**src/rtl/coo_edge_loader.sv**
```systemverilog
// rtl/coo_edge_loader.sv - COO edge list loader: streams (row, col) pairs into the COO row/col memories
//
// Purpose:
//   Accepts edge pairs over a valid/ready handshake and writes them to
//   consecutive memory addresses 0..COO_EDGES-1. Once the whole list is
//   written, a level done flag tells the aggregation datapath it can walk
//   the edges. A new start from DONE reloads (overwrites) the list.
//
// Optional feature (macro COO_RANGE_CHECK_EN):
//   When defined, an accepted edge whose row or col is >= NUM_NODES is
//   consumed without being written, and the sticky err flag is set.
//   When undefined, every accepted edge is written and err is tied to 0.
//
// Ports:
//   clk         in   system clock, rising edge
//   reset       in   synchronous, active-high reset
//   start       in   begin a load session (honoured in IDLE or DONE)
//   edge_valid  in   edge_row/edge_col carry a valid edge
//   edge_ready  out  loader accepts an edge this cycle (registered)
//   edge_row    in   source node index
//   edge_col    in   destination node index
//   wr_en       out  memory write strobe, 1 cycle after the accept
//   wr_addr     out  memory write address
//   wr_row      out  row data to the COO row memory
//   wr_col      out  col data to the COO col memory
//   edge_count  out  edges written in the current session
//   done        out  full edge list loaded (level)
//   err         out  sticky out-of-range flag

module coo_edge_loader #(
    parameter int COO_EDGES = 6,
    parameter int COO_BW    = $clog2(COO_EDGES),
    parameter int NUM_NODES = 6,
    parameter int NODE_BW   = $clog2(NUM_NODES)
) (
    input  logic               clk,
    input  logic               reset,
    input  logic               start,
    input  logic               edge_valid,
    output logic               edge_ready,
    input  logic [NODE_BW-1:0] edge_row,
    input  logic [NODE_BW-1:0] edge_col,
    output logic               wr_en,
    output logic [COO_BW-1:0]  wr_addr,
    output logic [NODE_BW-1:0] wr_row,
    output logic [NODE_BW-1:0] wr_col,
    output logic [COO_BW:0]    edge_count,
    output logic               done,
    output logic               err
);

    localparam logic [1:0] S_IDLE = 2'd0;
    localparam logic [1:0] S_LOAD = 2'd1;
    localparam logic [1:0] S_DONE = 2'd2;

    localparam logic [COO_BW-1:0] LAST_ADDR = COO_BW'(COO_EDGES - 1);

    logic [1:0]        state;
    logic [COO_BW-1:0] ptr;
    logic              accept;
    logic              in_range;

    // edge_ready is only ever high in LOAD, so accept implies LOAD.
    assign accept = edge_valid & edge_ready;

`ifdef COO_RANGE_CHECK_EN
    localparam logic [NODE_BW:0] NODE_LIM = (NODE_BW + 1)'(NUM_NODES);

    assign in_range = ({1'b0, edge_row} < NODE_LIM) && ({1'b0, edge_col} < NODE_LIM);

    // Sticky until reset or a new session starts.
    always_ff @(posedge clk) begin
        if (reset) begin
            err <= 1'b0;
        end else if (start && (state == S_IDLE || state == S_DONE)) begin
            err <= 1'b0;
        end else if (accept && !in_range) begin
            err <= 1'b1;
        end
    end
`else
    assign in_range = 1'b1;
    assign err      = 1'b0;
`endif

    always_ff @(posedge clk) begin
        if (reset) begin
            state      <= S_IDLE;
            ptr        <= '0;
            edge_ready <= 1'b0;
            wr_en      <= 1'b0;
            wr_addr    <= '0;
            wr_row     <= '0;
            wr_col     <= '0;
            edge_count <= '0;
            done       <= 1'b0;
        end else begin
            // Strobe only in the cycle right after an accept; data holds.
            wr_en <= 1'b0;

            case (state)
                S_IDLE: begin
                    if (start) begin
                        state      <= S_LOAD;
                        edge_ready <= 1'b1;
                        ptr        <= '0;
                        edge_count <= '0;
                    end
                end

                S_LOAD: begin
                    // Out-of-range edges are consumed but leave ptr/count alone.
                    if (accept && in_range) begin
                        wr_en      <= 1'b1;
                        wr_addr    <= ptr;
                        wr_row     <= edge_row;
                        wr_col     <= edge_col;
                        edge_count <= edge_count + 1'b1;
                        if (ptr == LAST_ADDR) begin
                            ptr        <= '0;
                            state      <= S_DONE;
                            edge_ready <= 1'b0;
                        end else begin
                            ptr <= ptr + 1'b1;
                        end
                    end
                end

                S_DONE: begin
                    // done rises one cycle after entry, i.e. the cycle after
                    // the final write strobe, and drops right after a restart.
                    if (start) begin
                        state      <= S_LOAD;
                        edge_ready <= 1'b1;
                        done       <= 1'b0;
                        ptr        <= '0;
                        edge_count <= '0;
                    end else begin
                        done <= 1'b1;
                    end
                end

                default: begin
                    state      <= S_IDLE;
                    edge_ready <= 1'b0;
                    done       <= 1'b0;
                end
            endcase
        end
    end

endmodule

```
**config.mk**
```make
export PLATFORM = sky130hd
export DESIGN_NAME = coo_edge_loader
export DESIGN_NICKNAME = d
export VERILOG_FILES = /design/src/rtl/coo_edge_loader.sv
export SDC_FILE = /design/constraint.sdc
export NUM_CORES = 1
export LEC_CHECK = 0
export CORE_MARGIN = 8
export CORE_UTILIZATION = 40
export DETAILED_ROUTE_END_ITERATION = 16
export GPL_ROUTABILITY_DRIVEN = 0
export GPL_TIMING_DRIVEN = 0
export MAX_ROUTING_LAYER = met4
export PLACE_DENSITY = 0.73
export SYNTH_ARGS = -nofsm -noshare
export SYNTH_HDL_FRONTEND = slang
export SYNTH_SLANG_ARGS = --single-unit
```
**constraint.sdc**
```tcl
create_clock -name clk -period 1.2 [get_ports clk]
set_input_delay 0.12 -clock clk [delete_from_list [all_inputs] [get_ports clk]]
set_output_delay 0.12 -clock clk [all_outputs]
set_load 0.1 [all_outputs]
```
==> run summary <==
The total wire length came out at 2.19 mm. The fraction of the cycle the final worst path needs is 99.4%. On the final layout, the worst hold slack is 0.218 ns. After legalization and detailed placement, the total HPWL measured roughly 1.5 mm. The overall global routing resource usage is between 10% and 20%. Global routing consumed, on the met3 layer, under 10% of the routing resources.

The post-synthesis average cell area came out at 8.73 um2. The detailed router's first-iteration violation count is 6. The placed instances occupy a cell area of about 1200 um2.

The share of power burned in combinational logic came out at ~17%. The detail route stage leaves a number of antenna-violating nets equal to 0. The instance count of the mapped netlist is 98. Summing all multi-input logic gate instances after layout gives ~450 um2. Fill cells in the final layout number 191. For this design the ratio of total power to cell area is 1010 nW/um2. The pin count of the biggest net entering global routing came out at 13.

The CTS sink count came out at 21. The maximum clock skew at final layout is 0.00234 ns. In the layout the commonest cells are nand2_1 (20), clkbuf_4 (14), dfxtp_2 (12), a21oi_1 (10), clkdlybuf4s50_1 (8). In the routed design, unresolved DRC markers number 0.

The H-tree depth reported by CTS is 1. The number of cells on the worst reg-to-reg path is 5. Compared with the post-synthesis result, the final layout area differs by 44.9%. STA classifies the critical path startpoint as a register. On the critical path, the stage with the largest delay is an instance of dfxtp_2. The sequential area share after synthesis came out at 49.1%. The netlist area before placement is 856 um2.

The number of buffers and inverters on the critical path is 2. The number of placement rows is 16. Across all setup checks in the final design, the least slack found is roughly 0.0075 ns.

After clock tree synthesis, the clock-pin slew on the worst setup and hold paths is between 0.1 and 0.15 ns. Global routing used between 10% and 20% of the available met2 tracks. The flow ran to the end, and the final reports show no timing, DRC or antenna violations. The clock network fraction of total power is a little over a quarter. The count of synthesis-stage warnings from yosys came out at 0. The post-synthesis net count is around 110. The signal on the critical path passes through buf_6 > and4b_2 > buf_6 > nand2_1 > a21oi_2. The number of cells on the worst hold path is 2. Pin placement for this block handled 27 I/O pins.

The number of nets in the layout is ~140. Static timing analysis puts the maximum clock frequency at ~840 MHz. The number of buffers added to fix hold violations after cts is 0. In this run, flip-flops and latches consume 57.3% of the power. The total of max-cap violations came out at 0.

The min-delay analysis places its worst path in the category input pin to register. The static leakage came out at approximately 0.5 nW. The library cell used most frequently in the layout, excluding fill and tap cells, is nand2_1. The category of cells accounting for the largest share of critical-path delay is flip-flops.

The clock latency reported for the late side of the worst-skew pair came out at a little under 0.3 ns. The data required time at the worst endpoint came out at around 1.4 ns. The number of distinct standard cells referenced by the synthesized netlist is 28. The top fanout value on the critical path came out at 5.

Summed over all layers, the global routing overflow is 0. The total area of sequential cells is about 450 um2. The floorplan step set the die height to 62.3 um. The fraction of final layout cells sized beyond drive strength 1 came out at between 40% and 50%.

The max-slew headroom at the worst pin came out at roughly two thirds. The cell count along the critical path is 5. The pin slew with the least headroom to its limit is just over 0.5 ns. The count of buffers from port buffering is 24.

The category of the worst setup path capture point is a register. The most used cell along the critical path is buf_6. The final-report hold violation count is 0. The core occupancy in the finished layout came out at ~63%.

The repair_antennas step left the layout with diodes totalling 0. The core outline area is between 1500 and 2000 um2. Subtracting the final worst setup slack from the clock period gives 1.19 ns. The area of the die is approximately 3900 um2. The switching part of the total power came out at roughly 28%. The global-route track usage on met1 came out at a little under an eighth. The number of antenna violations at the first check in global routing came out at 0. The setup path with the least slack is of type register to register. Tracing the worst setup path back leads to its startpoint at state[0]. The flop and latch count out of synthesis is 21. The global-route wire length before repair came out at about 3.3 mm.

The via count of the first global-routing pass is approximately 700. TritonCTS built the clock tree. The total number of vias is between 700 and 800. The clock root buffer is clkbuf_4. The startpoint identified for the worst hold timing path is reset. The worst slack after detailed placement came out at -0.436 ns. The internal power consumption came out at around 900 uW. The per-cell routed wire length came out at between 10 and 15 um. The number of vias per cell after detailed routing came out at 5.02. The power spent charging and discharging nets came out at roughly 360 uW. Setup repair after global routing could not meet its margin everywhere. Across the VDD grid, the largest voltage drop is between 0.7 and 0.8 mV. The final setup violation count came out at 0. In this run, CTS created clock tree buffers numbering 3. The layer carrying the most global-route usage is met2. The cell area after layout came out at 1240 um2. The worst register-to-register path begins at state[0].

The first-pass detailed-route iteration total is 4. The die span in x came out at ~62 um. The maximum clock insertion buffer count is 2. The final count of pins violating max slew is 0.

The initial core utilization came out at 43.2%. For this run, the slowest stage of the critical path takes about 0.36 ns. The arrival time of data at the critical path endpoint came out at approximately 1.4 ns.
[stage by stage]
step | cells | power, mW | TNS (ns)
finish | 157 | 1.26 | 0
global route | 157 | 1.32 | -0.132
CTS | 154 | 1.26 | -0.0240
detailed placement | 149 | 0.930 | -9.34
global placement | 149 | 0.926 | -8.80
floorplan | 98 | 0.867 | -0.174
[synthesized netlist by cell type]
cell type / n / area [um2]
dfxtp_1: 21 / 420
nand2_1: 21 / 78.8
a21oi_1: 13 / 65.1
inv_1: 4 / 15.0
nor2_1: 4 / 15.0
or3_1: 4 / 25.0
buf_4: 3 / 22.5
nand3_1: 3 / 15.0
a21boi_1: 2 / 15.0
and4b_1: 2 / 20.0
clkbuf_1: 2 / 7.51
nand2b_1: 2 / 12.5
o21ai_0: 2 / 10.0
a311oi_1: 1 / 8.76
a31o_1: 1 / 8.76
a31o_2: 1 / 8.76
buf_2: 1 / 5.00
conb_1: 1 / 3.75
ha_1: 1 / 12.5
mux2i_1: 1 / 10.0
nand4_1: 1 / 6.26
nand4b_4: 1 / 23.8
nor2b_1: 1 / 6.26
nor3_1: 1 / 5.00
nor3_2: 1 / 10.0
nor4_1: 1 / 6.26
o32a_1: 1 / 10.0
xnor2_1: 1 / 8.76
[worst register-to-register path: cells and delay by family, from the launching register on]
kind,cells,cell delay (ns)
simple gates,2,0.37
buf+inv,2,0.27
flops,1,0.36
compound gates,1,0.14
[registers in the layout, summed over array words and instances, names as in the netlist]
register and flops:
ptr 3, state 2, wr_addr 3, edge_ready 1, done 1, edge_count 4
wr_row 3, wr_col 3, wr_en 1
[power by group through the flow]
stage	registers (mW)	logic, mW	clock network, mW
2_1_floorplan	0.790	0.0775	0
3_3_place_gp	0.730	0.196	0
3_5_place_dp	0.731	0.198	0
4_1_cts	0.716	0.198	0.346
5_1_grt	0.722	0.221	0.379
6_report	0.719	0.210	0.327
[kinds of logic (layout without fill, tap and decap cells)]
logic type               Yosys count  in the layout  synth area share, %
multiplexers                       1              1                 1.17
flip-flops                        21             21                 49.1
buffers and inverters             10             41                 5.85
AND/OR/NAND/NOR                   42             43                 26.2
other                              1              1                0.438
AO/OA/AOI/OAI                     21             21                 14.8
adder cells (fa/ha/maj)            1              1                 1.46
XOR/XNOR                           1              1                 1.02
[worst paths after layout]
kind                   endpoint  slack [ns]
setup reg to reg     wr_addr[2]       0.007
setup / recovery     wr_addr[2]       0.007
hold reg to reg       wr_col[1]        0.46
hold / removal    edge_count[1]        0.22
[repair_timing]
item,4_1_cts,5_1_grt
endpoints found under the setup margin,20,22
cloned,0,3
resized for setup,89,19
setup buffers,1,0
pin swaps,1,3
[per-layer routing]
| layer | vias up | part of all wire (%) | routed length (um) |
|---|---|---|---|
| li1 | 408 | - | - |
| met1 | 357 | 44 | 963 |
| met3 | 2 | 4.4 | 97 |
| met5 | - | 0 | 0 |
| met2 | 21 | 51 | 1110 |
| met4 | 0 | 0.55 | 12 |
[cell type report]
class	count	area share (%)
plain buffers	6	3.63
flip-flops and latches	21	36.3
repair buffers	27	17.9
inverters	4	1.21
well taps	27	2.72
multi-input cells	68	36.0
clock buffers	3	1.82
clock inverters	1	0.404
No activity file was read; power rests on OpenSTA's default activity.
